### src/rtl/vvp_acc.sv
// Bit-plane shift-accumulator for the vvp partial-sum stream: weights each beat by
// its plane/digit significance. Optional mode generation: define VVPACC_MODE_GEN_EN.
module vvp_acc #(
    parameter int N     = 64,
    parameter int WPREC = 2,
    parameter int DPREC = 2,
    localparam int IW   = $clog2(N) + 2,
    localparam int OW   = IW + WPREC + 2 * DPREC - 1,
    localparam int NB   = WPREC * DPREC
) (
    input  logic                 clk,
    input  logic                 rst,
    input  logic                 clr,
    input  logic                 in_valid,
    output logic                 in_ready,
    input  logic signed [IW-1:0] in_s,
    output logic                 out_valid,
    input  logic                 out_ready,
    output logic signed [OW-1:0] out_data,
`ifdef VVPACC_MODE_GEN_EN
    output logic [1:0]           mode_o,
`endif
    output logic                 state_o
);

    localparam int PW = (WPREC > 1) ? $clog2(WPREC) : 1;
    localparam int DW = (DPREC > 1) ? $clog2(DPREC) : 1;
    localparam int SW = $clog2(OW) + 1;

    // Handshakes: a transfer happens on a cycle where valid and ready are both high;
    // valid never depends on ready, and out_data is stable while out_valid & ~out_ready.
    typedef enum logic {
        ACCUM = 1'b0,
        HOLD  = 1'b1
    } state_e;

    state_e                state_q, state_d;
    logic [PW-1:0]         plane_q, plane_d;
    logic [DW-1:0]         digit_q, digit_d;
    logic signed [OW-1:0]  acc_q, acc_d;
    logic signed [OW-1:0]  out_data_q, out_data_d;
    logic                  out_valid_q, out_valid_d;

    logic                  accept;
    logic                  last_plane;
    logic                  last_digit;
    logic [SW-1:0]         shift;
    logic signed [OW-1:0]  ext;
    logic signed [OW-1:0]  term;
    logic signed [OW-1:0]  sum;

    // Beat k is tracked as (plane, digit) so the shift i + 2*j needs no divider.
    assign last_plane = (plane_q == PW'(WPREC - 1));
    assign last_digit = (digit_q == DW'(DPREC - 1));
    assign shift      = SW'(plane_q) + SW'({digit_q, 1'b0});
    assign ext        = {{(OW - IW){in_s[IW-1]}}, in_s};
    assign term       = ext <<< shift;
    assign sum        = acc_q + term;

    assign in_ready  = (state_q == ACCUM) & ~clr;
    assign accept    = in_valid & in_ready;
    assign out_valid = out_valid_q;
    assign out_data  = out_data_q;
    assign state_o   = state_q;

`ifdef VVPACC_MODE_GEN_EN
    // The weight MSB plane is the two's-complement sign plane when WPREC > 1.
    assign mode_o = ((state_q == ACCUM) && (WPREC > 1) && last_plane) ? 2'b11 : 2'b01;
`endif

    always_comb begin
        state_d     = state_q;
        plane_d     = plane_q;
        digit_d     = digit_q;
        acc_d       = acc_q;
        out_data_d  = out_data_q;
        out_valid_d = out_valid_q;
        case (state_q)
            ACCUM: begin
                if (clr) begin
                    acc_d   = '0;
                    plane_d = '0;
                    digit_d = '0;
                end else if (accept) begin
                    if (last_plane && last_digit) begin
                        out_data_d  = sum;
                        out_valid_d = 1'b1;
                        state_d     = HOLD;
                        acc_d       = '0;
                        plane_d     = '0;
                        digit_d     = '0;
                    end else begin
                        acc_d = sum;
                        if (last_plane) begin
                            plane_d = '0;
                            digit_d = digit_q + DW'(1);
                        end else begin
                            plane_d = plane_q + PW'(1);
                        end
                    end
                end
            end
            HOLD: begin
                // clr drops the held result even when the consumer is ready.
                if (clr || out_ready) begin
                    out_valid_d = 1'b0;
                    state_d     = ACCUM;
                end
            end
            default: begin
                state_d     = ACCUM;
                out_valid_d = 1'b0;
            end
        endcase
    end

    always_ff @(posedge clk) begin
        if (rst) begin
            state_q     <= ACCUM;
            plane_q     <= '0;
            digit_q     <= '0;
            acc_q       <= '0;
            out_data_q  <= '0;
            out_valid_q <= 1'b0;
        end else begin
            state_q     <= state_d;
            plane_q     <= plane_d;
            digit_q     <= digit_d;
            acc_q       <= acc_d;
            out_data_q  <= out_data_d;
            out_valid_q <= out_valid_d;
        end
    end

endmodule

### config.mk
export PLATFORM = sky130hd
export DESIGN_NAME = vvp_acc
export DESIGN_NICKNAME = d
export VERILOG_FILES = /design/src/rtl/vvp_acc.sv
export SDC_FILE = /design/constraint.sdc
export NUM_CORES = 1
export LEC_CHECK = 0
export ABC_AREA = 1
export CAP_MARGIN = 25
export CORE_AREA = 2 2 71 73
export DETAILED_ROUTE_END_ITERATION = 12
export DIE_AREA = 0 0 73 75
export HOLD_SLACK_MARGIN = 0.03
export PLACE_DENSITY = 0.72
export SETUP_SLACK_MARGIN = 0.4
export SLEW_MARGIN = 20
export SYNTH_ARGS = -nofsm -noshare
export SYNTH_HDL_FRONTEND = slang
export SYNTH_SLANG_ARGS = --single-unit
### constraint.sdc
create_clock -name clk -period 4.2 [get_ports clk]
set_input_delay 0.63 -clock clk [delete_from_list [all_inputs] [get_ports clk]]
set_output_delay 0.63 -clock clk [all_outputs]
set_load 0.05 [all_outputs]
==> metrics.yaml <==
fin_worst_skew_ps: 5.358
totalWireLength_um: 4999
htree_levels: 2
vias_per_cell: 5.000
die_y_um: 75
maxClockFrequency_mhz: 367.6
syn_area_um2: 2049
total_power_w: 0.0007161
antenna_found_initial: 0
gp_congestion: 0.9275
grt_max_degree: 20
cp_slowest_cell: "clkdlybuf4s50_1"
grt_setup_unrepaired: "no"
seq_power_share_pct: 42.1
gr-total-overflow: 0
num_vias: 1960
antenna_cells: 0
period_share_pct: 64.77
drive_above_1_share_pct: 6.509
ys_ff_latch: 30
grt_pass1_vias: 1790
status: "complete, no violations"
end_kind: "output port"
setup_tns_ps: 0
leakagePower_nw: 1.213
area_delta_synth_final_pct: 19.35
drc_errors: 0
dp_hpwl_um: 3831
crit_chain: "clkdlybuf4s50_1 -> nor2_2 -> clkdlybuf4s50_1"
path_max_fanout: 4
grt_pass1_wl_um: 8273
final_antenna_net_count: 0
fp-row-count: 25
clock_power_share_pct: 34.3
drv_cap: 0
fillers: 449
swShare_pct: 31.90
hold_violations: 0
drtPass1Iterations: 4
regToRegSetupSlack_ps: 1590
place_inst: 384
drt_iter0_drc: 87
synth-main-ff-cell: "dfxtp_1"
ir_drop_uv: 199.3
syn_avg_cell_area_um2: 6.633
yosys_warnings: 0
instances_no_fill: 392
pwr_density_cell_nw_per_um2: 292.7
fin_crit_ps: 2720
critPathKind: "primary input to output port"
cts_tree: "yes"
cts_setup_buffers: 0
crit_top_cell: "clkdlybuf4s50_1"
hold_class: "flip-flop to flip-flop"
power_frac_comb_pct: 23.6
coreArea_um2: 4661
ys_types: 29
die_w_um: 73
worst_slew_pin_slew_ps: 771.6
synthArstFlopShare_pct: 0
cp.arrival_ps: 2090
wl_per_cell_um: 12.75
setup_viol: 0
slew_violations: 0
initial_core_util_pct: 43.97
clkLatencyLatePin_ps: 280
cts.sinks: 30
slew_headroom_pct: 48.40
cpPeakStageDelay_ps: 820
synth_edf_count: 0
num_io_pins: 29
synthCells: 309
startpoint_type: "primary input"
power_switching_w: 0.0002284
dieArea_um2: 5475
numCtsBuffers: 5
clk_pin_slew_ps: 60
fin_util_pct: 52.48
register_area_um2: 600.6
syn_nets: 335
port_buffers: 28
ys_seq_area_share_pct: 29.30
cts.path.max_buffers: 2
cts_resized: 0
ctsHoldBuffers: 0
root_buffer: "clkbuf_8"
track_usage_pct: 19.56
multi_input_area_um2: 1204
p_int_w: 0.0004876
worst-endpoint-required_ps: 3570
final_nets: 363
## kinds of logic after synthesis
kind of cell / after synthesis / share of synthesized area [%]
AND/OR/NAND/NOR: 137 / 28.14
buffers and inverters: 60 / 11.97
AO/OA/AOI/OAI: 55 / 15.81
flip-flops: 30 / 29.30
adder cells (fa/ha/maj): 13 / 8.303
multiplexers: 8 / 3.907
XOR/XNOR: 6 / 2.564
## synthesized netlist by cell type, types with 3 or more instances
library cell,instances,area share [%]
a21oi_1,21,5.1
nor2_1,15,2.7
nand4_1,5,1.5
dfxtp_1,30,29
buf_2,4,0.98
nand2_1,92,17
inv_1,49,9.0
o21ai_0,18,4.4
o21bai_1,7,2.6
mux2i_1,8,3.9
inv_2,3,0.55
ha_1,12,7.3
nand2_2,5,1.5
nand3_1,16,3.9
xor2_1,4,1.7
## registers in the layout, indices dropped and copies added, names as in the netlist
register	flops
state_o	1
acc_q	13
out_data	13
digit_q	1
out_valid	1
last_plane	1
## layout make-up
cell class	count	area share [%]
tap	54	2.762
clock inverter	1	0.2046
clock buffer	7	3.529
sequential	30	24.55
multi-input combinational	219	49.21
timing repair buffer	29	11.76
inverter	52	7.980
## metal layers
metal,vias up,share of wire (%),global-route usage (%)
li1,1038,-,-
met1,860,46,25.94
met2,58,47,33.13
met3,4,6.8,2.811
met4,0,0.80,5.761
met5,-,0,0
## power groups by stage
| stage | registers (W) | logic [W] | clock network (W) |
|---|---|---|---|
| global placement | 0.000308 | 0.000166 | 0 |
| detailed placement | 0.000308 | 0.000167 | 0 |
| CTS | 0.000302 | 0.000168 | 0.000244 |
| finish | 0.000302 | 0.000169 | 0.000245 |
| global route | 0.000303 | 0.000191 | 0.000255 |
| floorplan | 0.000305 | 0.000124 | 0 |
## path summary, 6_finish.rpt
path | start | to | depth (start not counted)
hold reg to reg | out_data[2] | out_data[2] | 2
hold / removal | out_data[2] | out_data[2] | 2
setup reg to reg | last_plane | acc_q[6] | 12
setup / recovery | clr | in_ready | 3
## per-stage QoR
step	hold slack, ps	instance area (um2)	setup WS [ps]
after global placement	459.0	2355	1212
after global routing	487.5	2446	1317
after floorplan	448.8	2049	2074
final	472.2	2446	1480
after CTS	471.2	2446	1479
after detailed placement	455.2	2355	1220
## placed cells by master, fill, tap and decap left out, types with 4 or more instances in the layout
master and instances:
nand2_1 92, inv_1 49, dfxtp_1 30, clkdlybuf4s50_1 28, a21oi_1 21, o21ai_0 18
nand3_1 16, nor2_1 15, ha_1 12, mux2i_1 8, o21bai_1 7, clkbuf_8 6
nand4_1 5, nand2_2 5, xor2_1 4
## critical path, delay by kind of cell
kind | cells | cell delay (ps)
buffers and inverters | 2 | 1300
AND/OR/NAND/NOR | 1 | 170
Power figures use the tool's default switching activity.
